### config.mk
export PLATFORM = sky130hd
export DESIGN_NAME = bytecode_fetch_sequencer
export DESIGN_NICKNAME = d
export VERILOG_FILES = /design/src/rtl/bytecode_pkg.sv /design/src/rtl/opcode_length_lut.sv /design/src/rtl/bytecode_fetch_sequencer.sv
export SDC_FILE = /design/constraint.sdc
export NUM_CORES = 1
export LEC_CHECK = 0
export BUFFER_PORTS_ARGS = -buffer_cell sky130_fd_sc_hd__buf_2
export CAP_MARGIN = 0
export CORE_ASPECT_RATIO = 2
export CORE_MARGIN = 2
export CORE_UTILIZATION = 53
export DETAILED_ROUTE_END_ITERATION = 16
export PLACE_DENSITY = 0.78
export SLEW_MARGIN = 20
export SYNTH_ARGS = -nofsm -noshare
export SYNTH_HDL_FRONTEND = slang
export SYNTH_SLANG_ARGS = --single-unit
### constraint.sdc
create_clock -name clk -period 3.18 [get_ports clk]
set_clock_uncertainty 0.15 [all_clocks]
set_input_delay 0.636 -clock clk [delete_from_list [all_inputs] [get_ports clk]]
set_output_delay 0.636 -clock clk [all_outputs]
set_load 0.005 [all_outputs]
### src/rtl/bytecode_pkg.sv
// Shared types and constants for the bytecode fetch path and decoder.
// Pure declarations, no latency.
// No flow control lives here.
package bytecode_pkg;

    localparam int OPCODE_W = 8;
    localparam int LEN_W    = 2;

    typedef enum logic [2:0] {
        IDLE,
        OP_ADDR,
        OP_DATA,
        ARG_ADDR,
        ARG_DATA,
        ISSUE,
        FAULT
    } state_t;

    localparam logic [OPCODE_W-1:0] NOP      = 8'h00;
    localparam logic [OPCODE_W-1:0] ICONST_0 = 8'h03;
    localparam logic [OPCODE_W-1:0] BIPUSH   = 8'h10;
    localparam logic [OPCODE_W-1:0] SIPUSH   = 8'h11;
    localparam logic [OPCODE_W-1:0] ILOAD    = 8'h15;
    localparam logic [OPCODE_W-1:0] IINC     = 8'h84;
    localparam logic [OPCODE_W-1:0] IFEQ     = 8'h99;
    localparam logic [OPCODE_W-1:0] GOTO     = 8'hA7;
    localparam logic [OPCODE_W-1:0] IRETURN  = 8'hAC;
    localparam logic [OPCODE_W-1:0] RETURN   = 8'hB1;

    typedef struct packed {
        logic             illegal;
        logic [LEN_W-1:0] len;
    } len_code_t;

    function automatic len_code_t legal_len(input logic [LEN_W-1:0] n);
        return '{illegal: 1'b0, len: n};
    endfunction

endpackage

### src/rtl/opcode_length_lut.sv
// Opcode to operand-byte count, with an illegal flag for unassigned opcodes.
// Combinational, zero latency.
// No flow control.
module opcode_length_lut
    import bytecode_pkg::*;
(
    input  logic [OPCODE_W-1:0] opcode,
    output len_code_t           code
);

    always_comb begin
        code = '{illegal: 1'b1, len: '0};
        if (opcode <= 8'h0F
            || (opcode >= 8'h1A && opcode <= 8'h35)
            || (opcode >= 8'h3B && opcode <= 8'h98 && opcode != IINC)
            || (opcode >= IRETURN && opcode <= RETURN)) begin
            code = legal_len(2'd0);
        end else if (opcode == BIPUSH
            || (opcode >= ILOAD && opcode <= 8'h19)
            || (opcode >= 8'h36 && opcode <= 8'h3A)) begin
            code = legal_len(2'd1);
        end else if (opcode == SIPUSH || opcode == IINC
            || (opcode >= IFEQ && opcode <= GOTO)) begin
            code = legal_len(2'd2);
        end
    end

endmodule

### src/rtl/bytecode_fetch_sequencer.sv
// Fetches opcode plus operand bytes from a synchronous ROM and issues one instruction word.
// 3 + 2n cycles per instruction of n operand bytes with ready held high.
// Holds the instruction with start high until ready; a branch drops it and refetches.
module bytecode_fetch_sequencer
    import bytecode_pkg::*;
#(
    parameter int BYTE_W       = 8,
    parameter int MEM_SIZE     = 8,
    parameter int MAX_OPERANDS = 2
) (
    input  logic                           clk,
    input  logic                           reset,
    input  logic                           run,
    output logic [MEM_SIZE-1:0]            rom_address,
    input  logic [BYTE_W-1:0]              data_from_rom,
    output logic                           start_for_decoder,
    input  logic                           ready_from_decoder,
    output logic [BYTE_W-1:0]              opcode_for_decoder,
    output logic [MAX_OPERANDS*BYTE_W-1:0] operands_for_decoder,
    output logic [1:0]                     operand_count,
    output logic [MEM_SIZE-1:0]            instr_pc,
    input  logic                           branch_valid,
    input  logic [MEM_SIZE-1:0]            branch_target,
    output logic                           busy,
    output logic                           fault
);

    state_t              state, state_nxt;
    logic [MEM_SIZE-1:0] pc;
    logic                take_branch;
    logic                latch_op;
    logic                shift_arg;
    logic [1:0]          count_nxt;
    logic [OPCODE_W-1:0] lut_opcode;
    len_code_t           len_code;

    // The opcode is still on the ROM bus in OP_DATA; afterwards use the latched copy.
    assign lut_opcode = (state == OP_DATA) ? data_from_rom : opcode_for_decoder;

    opcode_length_lut u_len_lut (
        .opcode (lut_opcode),
        .code   (len_code)
    );

    assign rom_address = pc;
    assign count_nxt   = operand_count + 2'd1;

    always_comb begin
        state_nxt         = state;
        take_branch       = 1'b0;
        latch_op          = 1'b0;
        shift_arg         = 1'b0;
        start_for_decoder = (state == ISSUE);
        fault             = (state == FAULT);
        busy              = (state != IDLE) && (state != FAULT);
        if (busy && branch_valid) begin
            take_branch = 1'b1;
            state_nxt   = OP_ADDR;
        end else begin
            case (state)
                IDLE:     if (run) state_nxt = OP_ADDR;
                OP_ADDR:  state_nxt = OP_DATA;
                OP_DATA: begin
                    latch_op = 1'b1;
                    if (len_code.illegal)        state_nxt = FAULT;
                    else if (len_code.len == '0) state_nxt = ISSUE;
                    else                         state_nxt = ARG_ADDR;
                end
                ARG_ADDR: state_nxt = ARG_DATA;
                ARG_DATA: begin
                    shift_arg = 1'b1;
                    state_nxt = (count_nxt == len_code.len) ? ISSUE : ARG_ADDR;
                end
                ISSUE:    if (ready_from_decoder) state_nxt = run ? OP_ADDR : IDLE;
                FAULT:    state_nxt = FAULT;
                default:  state_nxt = IDLE;
            endcase
        end
    end

    always_ff @(posedge clk) begin
        if (reset) begin
            state                <= IDLE;
            pc                   <= '0;
            opcode_for_decoder   <= '0;
            operands_for_decoder <= '0;
            operand_count        <= '0;
            instr_pc             <= '0;
        end else begin
            state <= state_nxt;
            if (take_branch)
                pc <= branch_target;
            else if (latch_op || shift_arg)
                pc <= pc + MEM_SIZE'(1);
            if (latch_op) begin
                opcode_for_decoder   <= data_from_rom;
                instr_pc             <= pc;
                operands_for_decoder <= '0;
                operand_count        <= '0;
            end
            if (shift_arg) begin
                operands_for_decoder <= {operands_for_decoder[(MAX_OPERANDS-1)*BYTE_W-1:0],
                                         data_from_rom};
                operand_count        <= count_nxt;
            end
        end
    end

endmodule

==> results.md, run 1 <==
* Outcome: finished clean
* FP Rows at 36
* Worst Setup End Kind: flip-flop
* Setup bufs post-CTS at 0
* First-pass GRT wire length at 11.2 mm
* Routability cong. at a little over 0.8
* Starting DRT DRC Count at 40
* Setup CP Type: reg2reg
* Met3 global-route usage at under 10%
* FFs w/ async S/R, synth at 0%
* Syn nets at 365
* # DRC at 0
* Wire per inst at approximately 16 um
* Seq/Total Area, Yosys at about a third
* Global Route Usage Sum at between 20% and 30%
* Starting Density at a little over half
* Critical path required time at around 3.2 ns
* Synth Cell Area at about 2600 sq um
* Die Y at a little over 100 um
* Gr busiest metal: met2
* Num ports at 66
* Clock Pin Slew Worst Setup and Hold Paths at 0.08 ns
* Root Driver: clkbuf_8
* Via count at between 2000 and 3000
* ANT nets after route at 0
* Largest net degree at the start of global routing at 46
* Startpoint Class: flip-flop
* Core area at slightly below 5000 sq um
* Initial antenna violation count at 0
* Syn Area/Cell at approximately 7.6 sq um
* Met2 Track Usage GR at a little under half
* Clock Latency Late Sink at approximately 0.30 ns
* Area Overhead vs Synth at 15.0%
* HP Class: reg2reg
* YS warnings at 0
* Count leader, synth: nand2_1
* Post-cts resize count at 0
* Max_cap viols at 0
* Number of global-route vias before repair at about 2500
* Pleak at ~1.2 nW
* Worst Tran Pin Value at 0.795 ns
* Share of cells above drive strength 1 at about a quarter
* Synth top area share at between 30 and 40%
* Rel. slew slack at about 47%
* Setup_tns at 0 ns
* Min cycle time layout at 2.68 ns
* Slew Limit Fails at 0
* Leading area contributor after synthesis: dfxtp_1
* Synth unique cells at 58
* Die area at between 5000 and 6000 sq um
* Antenna diode instance count at 0
* Detail-routed via count per cell at slightly below 6
* Final period util at between 80% and 90%
* F_max at ~370 MHz
* Hold Vio Cnt, Final at 0
* CTS tree: built
* TritonCTS Buffers at 5
* Final HPWL DP at ~5 mm
* Worst-path fanout max at 10
* Overall power at about 1.3 mW
* Main synth FF type: dfxtp_1
* Post-Synthesis Cells at between 300 and 400
* Synth Register Bits at between 40 and 50
* GR Util met1 at 30.1%
* Unrepaired setup endpoints after global routing: false
* Final setup viols at 0
* CTS Buffer Depth at 2
* Final WL at 7.09 mm
* Cell Pwr Density at around 430 nW/um^2
* R2R cell count at 6
* Data arrival, critical path at 2.72 ns
* PortBufs at 65
* VDD IR max at ~620 uV
* DR pass1 iterations at 5
* Synth area leaders: dfxtp_1 (35%), a21oi_1 (9.8%), nand2_1 (8.9%)
* Chip width at 53.6 um
* Post-synth EDFFs at 0
* Remaining Overflow, GRT at 0
* Cts hold-fix bufs at 0
* Most instantiated cells after synthesis: nand2_1 (62), a21oi_1 (51), dfxtp_1 (45)
* Clock sinks at 45
* Htree depth at 2
* Final nets at between 400 and 500
* Hold path depth at 2
[power breakdown]
part	internal, mW	leakage, nW	switching (mW)
Sequential	0.585	0.364	0.0374
Clock	0.236	0.0554	0.195
Combinational	0.0961	0.799	0.137
Total	0.917	1.22	0.370
[flip-flops by register name, summed over array words and instances, names as in the netlist]
name and count:
rom_address 8, opcode_for_decoder 8, instr_pc 8, operand_count 2, state 3, operands_for_decoder 16
[cell usage in the layout, fill, tap and decap left out, types with 6 or more instances in the layout]
master,Yosys,final
nand2_1,62,62
dfxtp_1,45,45
buf_4,3,8
o21ai_0,10,10
buf_2,1,65
nand3_1,18,18
nor2_1,22,22
nand2b_1,6,6
inv_1,7,7
a21oi_1,51,51
nor3_1,13,12
[critical path: stages (launching register included)]
cell and delay (ns):
dfxtp_1 0.43, or3b_1 0.55, mux2i_1 0.21, or4_4 0.57, or2_0 0.24, mux2_1 0.30
o2bb2ai_1 0.13
[per-stage QoR]
stage	hold WS, ns	instance area, sq um	instances	worst slack, ns	utilization [%]
global route	0.333	3000	449	0.412	62.2
floorplan	0.303	2610	343	0.592	-
detailed placement	0.296	2890	441	0.479	59.9
finish	0.308	3000	449	0.504	62.2
global placement	0.293	2890	441	0.517	59.9
CTS	0.309	3000	449	0.509	62.2
[logic make-up after synthesis]
kind of cell	count (synthesis)	synth area share [%]
multiplexers	6	2.35
XOR/XNOR	5	1.68
flip-flops	45	34.6
buffers and inverters	39	7.97
AO/OA/AOI/OAI	94	23.0
AND/OR/NAND/NOR	153	29.9
adder cells (fa/ha/maj)	1	0.480
[layout make-up]
cell class | count | area [sq um]
Sequential cell | 45 | 901
Clock buffer | 6 | 72.6
Timing Repair Buffer | 73 | 385
Tap cell | 57 | 71.3
Inverter | 7 | 26.3
Fill cell | 465 | 1820
Clock inverter | 2 | 38.8
Multi-Input combinational cell | 259 | 1500
[worst paths after layout]
kind / from / to / slack, ns
min reg2reg: instr_pc[7] / instr_pc[7] / 0.31
min: instr_pc[7] / instr_pc[7] / 0.31
max reg2reg: state[0] / state[1] / 0.50
max: state[0] / state[1] / 0.50
[per-layer routing]
layer,up-vias,part of all wire [%]
li1,1301,-
met1,1280,38
met2,77,55
met3,15,3.8
met4,0,2.9
met5,-,0
Power figures use the tool's default switching activity.
==> inputs of run 2 (changes only) <==
--- a/config.mk
+++ b/config.mk
@@ -5,13 +5,14 @@
 export SDC_FILE = /design/constraint.sdc
 export NUM_CORES = 1
 export LEC_CHECK = 0
+export ABC_AREA = 1
 export BUFFER_PORTS_ARGS = -buffer_cell sky130_fd_sc_hd__buf_2
 export CAP_MARGIN = 0
 export CORE_ASPECT_RATIO = 2
 export CORE_MARGIN = 2
-export CORE_UTILIZATION = 53
+export CORE_UTILIZATION = 47
 export DETAILED_ROUTE_END_ITERATION = 16
-export PLACE_DENSITY = 0.78
+export PLACE_DENSITY = 0.74
 export SLEW_MARGIN = 20
 export SYNTH_ARGS = -nofsm -noshare
 export SYNTH_HDL_FRONTEND = slang
==> constraint.sdc (replaced) <==
create_clock -name clk -period 2.2 [get_ports clk]
set_clock_uncertainty 0.15 [all_clocks]
set_input_delay 0.44 -clock clk [delete_from_list [all_inputs] [get_ports clk]]
set_output_delay 0.44 -clock clk [all_outputs]
set_load 0.005 [all_outputs]
==> results.md, run 2 <==
* Synth Cell Area at 2440 sq um (-6.5%)
* Setup_tns at 0 ns (unchanged)
* Antenna diode instance count at 0 (unchanged)
* Cell Pwr Density at 1150 nW/um^2 (+170%)
* Psw at 1.48 mW (+300%)
* Pleak at 1.51 nW (+24%)
* Commonest non-fill, non-tap cells in the layout: nand2_1 (120), buf_2 (65), dfxtp_1 (42)
* Routability cong. at 0.858 (+3.4%)
* Clock power share at 18.5% (-15 points)
* Core area at 5090 sq um (+5.7%)
* Largest Register: operands_for_decoder
* Post-Synthesis Cells at 374 (+9.0%)
* Most instantiated cells after synthesis: nand2_1 (121), dfxtp_1 (45), a21oi_1 (34)
* Reg power frac at 33.3% (-15 points)
* Worst setup margin at 0.129 ns (-0.375 ns)
* Largest net degree at the start of global routing at 23 (-50%)
* ANT nets after route at 0 (unchanged)
* Synth Register Bits at 45 (unchanged)
* Hold Vio Cnt, Final at 0 (unchanged)
* CTS Buffer Depth at 2 (unchanged)
* Global Route Usage Sum at 26.4% (-0.65 points)
* Syn Area/Cell at 6.51 sq um (-14%)
* Hold path depth at 3 (+1)
* Pre-CTS WS at 0.0665 ns (-0.413 ns)
* Outcome: finished clean
* Die Y at 106 um (+2.6%)
* Multi-input logic area at 1320 sq um (-12%)
* Synth unique cells at 35 (-40%)
* Final period util at 94.2% (+10 points)
* Worst-path fanout max at 6 (-4)
* Setup CP Type: reg2reg
* Synth area leaders: dfxtp_1 (37%), nand2_1 (19%), a21oi_1 (7.0%)
* Combinational power share at 48.3% (+30 points)
* Final HPWL DP at 5.34 mm (+4.3%)
* Clock Latency Late Sink at 0.30 ns (about the same)
* Min cycle time layout at 2.07 ns (-0.605 ns)
* Remaining Overflow, GRT at 0 (unchanged)
* FP Rows at 37 (+2.8%)
* PortBufs at 65 (unchanged)
* TritonCTS Buffers at 5 (unchanged)
* Clock Pin Slew Worst Setup and Hold Paths at 0.08 ns (about the same)
* Unrepaired setup endpoints after global routing: true
* Synth top area share at 37.0% (+2.4 points)
* Post-DP Area at 2840 sq um (-1.7%)
* Hold Crit Start: branch_target[0]
* Hold EP: rom_address[0]
* Area Overhead vs Synth at 23.6%
* Wire per inst at 13.7 um (-13%)
* Max_cap viols at 0 (unchanged)
* VDD IR max at 869 uV (+40%)
* Worst Tran Pin Value at 0.550 ns (-0.245 ns)
* Count leader, synth: nand2_1
* FFs w/ async S/R, synth at 0% (unchanged)
* Final WL at 6.92 mm (-2.5%)
* R2R cell count at 16 (+10)
* Seq/Total Area, Yosys at 37.0% (+2.4 points)
* Clock sinks at 45 (unchanged)
* Reg area at 907 sq um (+0.69%)
* First-pass GRT wire length at 11.3 mm (+1.3%)
* Main synth FF type: dfxtp_1
* Critical path required time at 2.24 ns (-0.98 ns)
* Design area at 3010 sq um (+0.50%)
* Detail-routed via count per cell at 5.36 (-10%)
* Htree depth at 2 (unchanged)
* HP Class: in2reg
* Num ports at 66 (unchanged)
* Reg2reg end: state[0]
* CTS tree: built
* Post-synth EDFFs at 0 (unchanged)
* Syn nets at 396 (+8.5%)
* Share of cells above drive strength 1 at 26.1% (+2.1 points)
* # DRC at 0 (unchanged)
* Chip width at 54.9 um (+2.5%)
* Die area at 5810 sq um (+5.1%)
* F_max at 483 MHz (+29%)
* Initial antenna violation count at 0 (unchanged)
* DR pass1 iterations at 5 (unchanged)
* Startpoint Class: flip-flop
* Internal power at 1.99 mW (+120%)
* Worst r2r src: state[0]
* Number of global-route vias before repair at 2585 (+4.5%)
* Via count at 2711 (+1.4%)
* Starting Density at 47.8% (-6.2 points)
* YS warnings at 0 (unchanged)
* Filler cell count at 532 (+14%)
* Overall power at 3.47 mW (+170%)
* Starting DRT DRC Count at 93 (+130%)
* Post-layout util at 59.1% (-3.0 points)
* Final nets at 469 (+14%)
* Final setup viols at 0 (unchanged)
* Worst Setup End Kind: flip-flop
* Number of flip-flops in the largest register at 16 (unchanged)
* Most common cell after layout, fill and taps aside: nand2_1
* Slew Limit Fails at 0 (unchanged)
* Leading area contributor after synthesis: dfxtp_1
* Root Driver: clkbuf_8
* Data arrival, critical path at 2.11 ns (-0.61 ns)
* Sw frac at 42.5% (+14 points)
* FF-to-FF setup slack at 0.13 ns (-0.38 ns)
* Rel. slew slack at 63.3% (+16 points)
* Cts hold-fix bufs at 0 (unchanged)
run 2: cell count changes after synthesis, sizes merged, moves of 5 or more:
cell    before  now
nand2       62  129
nor2        23   35
nor3        14    1
clkbuf      22    8
a21oi       51   36
nand3       18   28
o21ai       10   24
nand3b       6    1
inv          7   37
nand2b       6    0
mux2i        5    0
run 2: how the worst max path moves through the flow:
stage | cells past startpoint | startpoint | slack (ns) | endpoint
after floorplan | 17 | state[1] | 0.38 | state[2]
after global placement | 17 | state[0] | 0.12 | state[2]
after detailed placement | 14 | state[1] | 0.07 | state[0]
after CTS | 9 | state[1] | 0.05 | rom_address[0]
after global routing | 16 | state[1] | -0.04 | state[2]
final | 16 | state[0] | 0.13 | state[0]
run 2: area by class of cell:
type	count	area share, %
multi-input cells	277	43.8
well taps	58	2.41
clock buffers	7	2.87
flip-flops and latches	45	30.1
clock inverters	1	0.997
inverters	38	4.82
repair buffers	80	15.0
run 2: power groups by stage:
stage               combinational [mW]  clock [mW]  sequential (mW)
global route                      1.88       0.689             1.17
detailed placement                1.57           0             1.16
finish                            1.67       0.641             1.15
floorplan                         1.11           0             1.13
global placement                  1.55           0             1.15
CTS                               1.58       0.661             1.14
run 2: timing repair:
item	CTS	global route
setup endpoints to repair	0	22
setup buffers	0	5
resized for setup	0	9
run 2: kinds of logic (layout without fill, tap and decap cells):
group	Yosys count	in the layout	synth area share (%)
xor+xnor	5	5	1.80
compound gates	72	72	16.2
fa+ha+maj	1	1	0.514
simple gates	199	199	35.0
buf+inv	52	126	9.45
flops	45	45	37.0
run 2: through the flow:
step / hold WS, ns / std cells
floorplan: 0.303 / 374
global placement: 0.299 / 493
detailed placement: 0.302 / 493
CTS: 0.256 / 501
global route: 0.259 / 506
finish: 0.267 / 506
run 2: critical path, stage by stage (launching register included):
cell and delay (ns):
dfxtp_2 0.40, inv_2 0.07, nand2_1 0.12, nor2_2 0.07
buf_4 0.14, nand2_1 0.05, nand2_1 0.11, nand2_1 0.08
nand3_1 0.10, nand2_1 0.10, inv_2 0.04, nand2_2 0.07
nand3_2 0.08, o21bai_1 0.17, nand2_1 0.07, nand2_1 0.08
a21oi_2 0.05
run 2: layer usage:
| layer | global-route usage, % | share of wire (%) | vias to the layer above |
|---|---|---|---|
| li1 | - | - | 1351 |
| met1 | 28.0 | 36 | 1237 |
| met2 | 45.2 | 54 | 97 |
| met3 | 5.10 | 5.8 | 26 |
| met4 | 15.0 | 4.1 | 0 |
| met5 | 0 | 0 | - |
